`config.mk`:
```
export PLATFORM = sky130hd
export DESIGN_NAME = magic_button_ctl
export DESIGN_NICKNAME = d
export VERILOG_FILES = /design/src/rtl/magic_button_ctl.sv
export SDC_FILE = /design/constraint.sdc
export NUM_CORES = 1
export LEC_CHECK = 0
export ABC_AREA = 0
export CAP_MARGIN = 40
export CORE_ASPECT_RATIO = 1.1
export CORE_MARGIN = 2
export CORE_UTILIZATION = 40
export CTS_BUF_LIST = sky130_fd_sc_hd__clkbuf_8
export CTS_CLUSTER_SIZE = 10
export DETAILED_ROUTE_END_ITERATION = 6
export HOLD_SLACK_MARGIN = 0.03
export SYNTH_ARGS = -nofsm -noshare
export SYNTH_HDL_FRONTEND = slang
export SYNTH_SLANG_ARGS = --single-unit
export TNS_END_PERCENT = 1
```
`constraint.sdc`:
```
create_clock -name clk28 -period 4.2 [get_ports clk28]
set_input_delay 0.42 -clock clk28 [delete_from_list [all_inputs] [get_ports clk28]]
set_output_delay 0.42 -clock clk28 [all_outputs]
set_load 0.005 [all_outputs]
```
`src/rtl/magic_button_ctl.sv`:
```
// Front-panel MAGIC button conditioner: synchronise, debounce, classify short/long
// presses, and hold the short-press request until it is consumed at a frame edge.
module magic_button_ctl #(
    parameter int DEBOUNCE_CYCLES   = 140000,
    parameter int LONG_PRESS_FRAMES = 100
) (
    input  logic clk28,
    input  logic rst_n,
    input  logic btn_n,
    input  logic n_int,
    input  logic n_int_next,
    output logic magic_button,
    output logic reboot_req,
    output logic btn_pressed
);

    localparam int DW = (DEBOUNCE_CYCLES > 1) ? $clog2(DEBOUNCE_CYCLES) : 1;
    localparam int FW = $clog2(LONG_PRESS_FRAMES + 1);
    localparam logic [DW-1:0] DB_LAST = DW'(DEBOUNCE_CYCLES - 1);
    localparam logic [FW-1:0] FR_LAST = FW'(LONG_PRESS_FRAMES - 1);
    localparam logic [FW-1:0] FR_MAX  = FW'(LONG_PRESS_FRAMES);

    typedef enum logic [1:0] {
        ST_IDLE,
        ST_PRESSED,
        ST_ARMED,
        ST_WAIT_RELEASE
    } state_t;

    logic          sync1_q, sync1_d;
    logic          sync2_q, sync2_d;
    logic          pressed_q, pressed_d;
    logic [DW-1:0] db_cnt_q, db_cnt_d;
    logic [FW-1:0] frm_cnt_q, frm_cnt_d;
    state_t        state_q, state_d;
    logic          magic_q, magic_d;
    logic          reboot_q, reboot_d;

    logic s_pressed;
    logic frame_stb;

    always_ff @(posedge clk28 or negedge rst_n) begin
        if (!rst_n) begin
            sync1_q   <= 1'b1;
            sync2_q   <= 1'b1;
            pressed_q <= 1'b0;
            db_cnt_q  <= '0;
            frm_cnt_q <= '0;
            state_q   <= ST_IDLE;
            magic_q   <= 1'b0;
            reboot_q  <= 1'b0;
        end else begin
            sync1_q   <= sync1_d;
            sync2_q   <= sync2_d;
            pressed_q <= pressed_d;
            db_cnt_q  <= db_cnt_d;
            frm_cnt_q <= frm_cnt_d;
            state_q   <= state_d;
            magic_q   <= magic_d;
            reboot_q  <= reboot_d;
        end
    end

    // Synchroniser and debounce: the counter only runs while the synchronised
    // level disagrees with the debounced one, so any agreement restarts it.
    always_comb begin
        sync1_d   = btn_n;
        sync2_d   = sync1_q;
        s_pressed = !sync2_q;
        pressed_d = pressed_q;
        db_cnt_d  = '0;
        if (s_pressed != pressed_q) begin
            if (db_cnt_q == DB_LAST) begin
                pressed_d = s_pressed;
            end else begin
                db_cnt_d = db_cnt_q + DW'(1);
            end
        end
    end

    always_comb begin
        frame_stb = n_int && !n_int_next;
        state_d   = state_q;
        frm_cnt_d = frm_cnt_q;
        magic_d   = magic_q;
        reboot_d  = 1'b0;
        case (state_q)
            ST_IDLE: begin
                if (pressed_q) begin
                    state_d   = ST_PRESSED;
                    frm_cnt_d = '0;
                end
            end
            ST_PRESSED: begin
                // Release wins over a same-cycle long-press strobe.
                if (!pressed_q) begin
                    state_d = ST_ARMED;
                    magic_d = 1'b1;
                end else if (frame_stb) begin
                    if (frm_cnt_q == FR_LAST) begin
                        reboot_d = 1'b1;
                        state_d  = ST_WAIT_RELEASE;
                    end else if (frm_cnt_q != FR_MAX) begin
                        frm_cnt_d = frm_cnt_q + FW'(1);
                    end
                end
            end
            ST_ARMED: begin
                // Held through the strobe cycle so the consumer samples it once.
                if (frame_stb) begin
                    magic_d = 1'b0;
                    state_d = pressed_q ? ST_WAIT_RELEASE : ST_IDLE;
                end
            end
            ST_WAIT_RELEASE: begin
                if (!pressed_q) begin
                    state_d = ST_IDLE;
                end
            end
            default: state_d = ST_IDLE;
        endcase
    end

    assign magic_button = magic_q;
    assign reboot_req   = reboot_q;
    assign btn_pressed  = pressed_q;

endmodule

```
==> metrics.txt, run 1 <==
final worst slack 2310 ps; type of origin of the critical path register; diodes inserted 0; DR iter-0 viols 97; final setup fails 0; DIE AREA 0.00461 mm2; Tot Pwr 594 uW; die width 64.9 um; number of distinct library cells after synthesis 39; Post-Synthesis Cells 167; CP max-delay cell o21ai_1; largest net degree at the start of global routing 33; CTS Buf Count 5; P&R area growth vs syn 14.7%; final hold vios 0; Synth Flop Type dfrtp_1; status completed; Tightest Hold Check Type register to register; DRT Pass-1 Iters 4; vias 1,226; fin nets 189; EDFF count, synth 0; I/O pin count 8; GPL Wtd Cong 0.795; Max Slew Vio Count 0; TritonCTS clock tree done; Routed Antenna Nets 0; most common cell after layout, fill and taps aside dfrtp_1; DP HPWL 2.17 mm; Die H 71.0 um; layout cell share with drive strength beyond 1 9.34%; Power per Cell Area 317 mW/mm2; family with the most delay on the worst path compound AO/OA/AOI/OAI gates; peak supply drop 0.186 mV; unrepaired setup endpoints after global routing false; hold_buf cts 0; WHS 358 ps; total negative slack 0 ps; placed cells 226; Area after DPL 0.00177 mm2; Clock Tree Buf Depth 2; Relative slew margins 66.9%; fmax 0.530 GHz; Routed Wire Length 3.11 mm; core area 0.00393 mm2; Core Util, Final 47.6%; synthesized area 0.00163 mm2; sequential share of the synthesized area 49.2%; Leak 0.724 nW; total of max-cap violations 0; crit path DAT 2060 ps; vias in the first global route 1,217; worst slew pin tran 494 ps; Post-CTS Resized 0; Via density 5.24; CP max stage delay 520 ps; Design Area, Final 0.00187 mm2; CTS root buf clkbuf_8; critical path fanouts, max 11; CP required 4370 ps; Critical Path Sink Type register; DRC viols 0; All-Layer GR Usage 16.1%; asr flop ratio synth 100%; fin crit share 45.0%; Setup Buffers After CTS 0; worst clock skew 6.02 ps; PortBufs 7; CP Cell Sequence ha_1 -> nand4_1 -> o21ai_1 -> buf_4 -> nor2_1; GRT overflow 0; Buf+Inv Stages, Crit Path 1; initial antenna violation count 0; crit path kind register to register; Skew-Pair Late Insertion Delay 280 ps; Tmin final 1890 ps; CTS sink cnt 32; drt wl/cell 13.3 um; most frequent cells in the layout dfrtp_1, nor2_1, xnor2_1; CTS H-tree lvls 2; syn_nets 175; Post-Place Setup Slack 2290 ps; Starting Density 41.5%; Rows 24; CTS clk-pin slew, worst paths 60 ps; first-pass GRT wire length 5.58 mm; non-filler cells, final 234; syn avg cell area 9.78 um2; synth warn 0; FF+latch count, synth 32
worst register-to-register path, delay by kind of cell, from the launching register on:
family / cells / cell delay [ps]
adders and majority gates: 1 / 220
AOI/OAI and AO/OA: 1 / 520
buffers and inverters: 1 / 280
DFF: 1 / 400
and+or+nand+nor: 2 / 360
path summary, 6_finish.rpt:
path	from	endpoint	slack, ps	depth (start not counted)
hold / removal	sync1_q	sync2_q	360	0
min in group asynchronous	rst_n	db_cnt_q[11]	540	2
setup reg to reg	db_cnt_q[0]	db_cnt_q[12]	2310	5
hold reg to reg	sync1_q	sync2_q	360	0
setup / recovery	db_cnt_q[0]	db_cnt_q[12]	2310	5
max in group asynchronous	rst_n	sync1_q	3330	2
sequential cells by signal (all words and copies together) (netlist names):
register / cells
magic_button: 1
sync2_q: 1
sync1_q: 1
db_cnt_q: 18
reboot_req: 1
frm_cnt_q: 7
btn_pressed: 1
state_q: 2
routing by layer:
layer,GRT usage [%],vias to the layer above,routed length (um)
met4,9.69,0,85
met1,20.2,583,1430
met5,0,-,0
met2,24.4,20,1480
li1,-,615,-
met3,4.77,8,115
logic make-up after synthesis:
group	share of synthesized area [%]
buffers and inverters	2.22
AND/OR/NAND/NOR	27.1
adder cells (fa/ha/maj)	2.30
AO/OA/AOI/OAI	8.73
XOR/XNOR	8.58
multiplexers	1.91
flip-flops	49.2
cell type report:
type	instances	area [um2]
tap	52	65.1
multi-input combinational	126	795
fill	382	2060
inverter	7	26.3
timing repair buffer	9	85.1
sequential	32	803
clock inverter	1	3.75
clock buffer	7	96.3
synth_stat cells, types with 2 or more instances:
master / n / area (um2)
nand2b_1: 3 / 18.8
mux2i_1: 2 / 20.0
inv_1: 7 / 26.3
nor2b_1: 4 / 25.0
o21ai_0: 5 / 25.0
nand3_1: 8 / 40.0
xnor2_1: 14 / 123
nor3_1: 5 / 25.0
xor2_1: 2 / 17.5
nor4b_1: 2 / 17.5
dfstp_2: 2 / 52.6
nand2_1: 10 / 37.5
and2_1: 2 / 12.5
nand4_1: 6 / 37.5
a21oi_1: 5 / 25.0
nor3b_1: 2 / 15.0
dfrtp_1: 30 / 751
nor2_1: 28 / 105
a22o_1: 4 / 35.0
o22a_1: 2 / 17.5
ha_1: 3 / 37.5
nor4_1: 4 / 25.0
power by group:
group	total [mW]	switching, mW	leakage [nW]	internal, mW
clock	0.255	0.108	0.0557	0.147
sequential	0.317	0.00384	0.432	0.313
combinational	0.0228	0.0136	0.236	0.00919
No activity file was read; power rests on OpenSTA's default activity.
==> run 2: changes to the inputs <==
==> constraint.sdc (replaced) <==
create_clock -name clk28 -period 2 [get_ports clk28]
set_input_delay 0.2 -clock clk28 [delete_from_list [all_inputs] [get_ports clk28]]
set_output_delay 0.2 -clock clk28 [all_outputs]
set_load 0.005 [all_outputs]
==> metrics.txt, run 2 (same netlist as run 1, synthesis figures left out) <==
drt wl/cell 13.6 um (+2.1%); final setup fails 0 (unchanged); CP max-delay cell or4bb_1; peak supply drop 0.478 mV (+160%); Tot Pwr 1.23 mW (+110%); register area 803 um2 (unchanged); non-filler cells, final 235 (+0.43%); vias in the first global route 1,280 (+5.2%); status completed; Setup crit start frm_cnt_q[4]; crit path kind register to register; fmax 0.571 GHz (+7.9%); critical path fanouts, max 7 (-4); Biggest register db_cnt_q; most common cell after layout, fill and taps aside dfrtp_1; Power per Cell Area 655 mW/mm2 (+110%); CTS root buf clkbuf_8; Tightest Hold Check Type input pin to asynchronous set/reset pin; CTS Buf Count 5 (unchanged); CTS sink cnt 32 (unchanged); PortBufs 7 (unchanged); CP Cell Sequence or4bb_1 -> o2111ai_1 -> nor3b_1 -> a221o_1; family with the most delay on the worst path simple AND/OR/NAND/NOR gates; total negative slack 0 ps (unchanged); placed cells 227 (+0.44%); final hold vios 0 (unchanged); diodes inserted 0 (unchanged); type of origin of the critical path register; Clock Tree Buf Depth 2 (unchanged); CTS clk-pin slew, worst paths 80 ps (+20 ps); All-Layer GR Usage 16.0% (-0.12 points); DR iter-0 viols 100 (+3.1%); GRT overflow 0 (unchanged); worst slew pin tran 480 ps (-13.8 ps); multi-input logic area 795 um2 (unchanged); R2R Path Start frm_cnt_q[4]; Skew-Pair Late Insertion Delay 290 ps (about the same); Buf+Inv Stages, Crit Path 0 (-1); largest net degree at the start of global routing 33 (unchanged); fill count 367 (-3.9%); DRT Pass-1 Iters 4 (unchanged); biggest regs db_cnt_q: 18 flops, frm_cnt_q: 7 flops, state_q: 2 flops; most frequent cells in the layout dfrtp_1, nor2_1, xnor2_1; Starting Density 41.5% (unchanged); crit path DAT 1930 ps (-130 ps); top routing layer in use met4; total of max-cap violations 0 (unchanged); vias 1,289 (+5.1%); wire length on met3 101 um (-12%); I/O pin count 8 (unchanged); DRC viols 0 (unchanged); GPL Wtd Cong 0.840 (+5.7%); Die H 71.0 um (unchanged); hold_buf cts 0 (unchanged); fin nets 190 (+0.53%); DP HPWL 2.23 mm (+2.7%); CP max stage delay 530 ps (about the same); routed length on met2 1.62 mm (+9.7%); WL met1 1.40 mm (-2.0%); first-pass GRT wire length 5.53 mm (-0.88%); core area 0.00393 mm2 (unchanged); Relative slew margins 68.0% (+1.1 points); WHS 298 ps (-60.5 ps); CTS H-tree lvls 2 (unchanged); Leak 0.713 nW (-1.4%); TritonCTS clock tree done; max reg flops 18 (unchanged); Routed Wire Length 3.19 mm (+2.6%); Critical Path Sink Type register; Via density 5.49 (+4.7%); CP required 2180 ps (-2190 ps); unrepaired setup endpoints after global routing false; die width 64.9 um (unchanged); Routed Antenna Nets 0 (unchanged); layout cell share with drive strength beyond 1 10.4% (+1.0 points); fin crit share 87.5% (+43 points); P&R area growth vs syn 14.7% (unchanged); Post-CTS Resized 0 (unchanged); Rows 24 (unchanged); Tmin final 1750 ps (-138 ps); initial antenna violation count 0 (unchanged); Setup Buffers After CTS 0 (unchanged); worst clock skew 9.28 ps (+3.26 ps); Max Slew Vio Count 0 (unchanged); DIE AREA 0.00461 mm2 (unchanged)
[run 2: cell types whose count changed in the layout (fill, tap and decap cells not counted), sizes merged]
cell / before / now
clkinv: 0 / 1
clkinvlp: 0 / 2
clkbuf: 7 / 5
buf: 2 / 3
inv: 8 / 7
[run 2: cell type report]
type / count / area share, %
inverters: 7 / 1.40
well taps: 52 / 3.47
flip-flops and latches: 32 / 42.9
clock inverters: 3 / 1.27
multi-input cells: 126 / 42.4
clock buffers: 5 / 3.67
repair buffers: 10 / 4.94
[run 2: final timing paths]
path,to,slack (ps),cells past startpoint
min in group clk28,sync1_q,310,1
max in group asynchronous,sync2_q,1370,2
worst max-delay path,frm_cnt_q[2],250,4
worst min-delay path,db_cnt_q[16],300,2
worst min register to register,sync2_q,360,0
worst max register to register,frm_cnt_q[2],250,4
[run 2: power breakdown]
part	internal, mW	total, mW	switching (mW)
registers	0.657	0.665	0.00795
clock network	0.246	0.513	0.267
logic	0.0207	0.0493	0.0286
total	0.923	1.23	0.304
[run 2: routing by layer]
metal / vias to the layer above / global-route usage (%)
met5: - / 0
met1: 641 / 18.4
met3: 8 / 4.93
met4: 0 / 9.93
met2: 25 / 25.8
li1: 615 / -
[run 2: stage by stage]
stage / util (%) / setup WS [ps] / area [um2]
global placement: 45.3 / 337 / 1780
detailed placement: 45.3 / 292 / 1780
finish: 47.6 / 250 / 1870
floorplan: - / 350 / 1630
CTS: 47.6 / 271 / 1870
global route: 47.6 / 108 / 1870
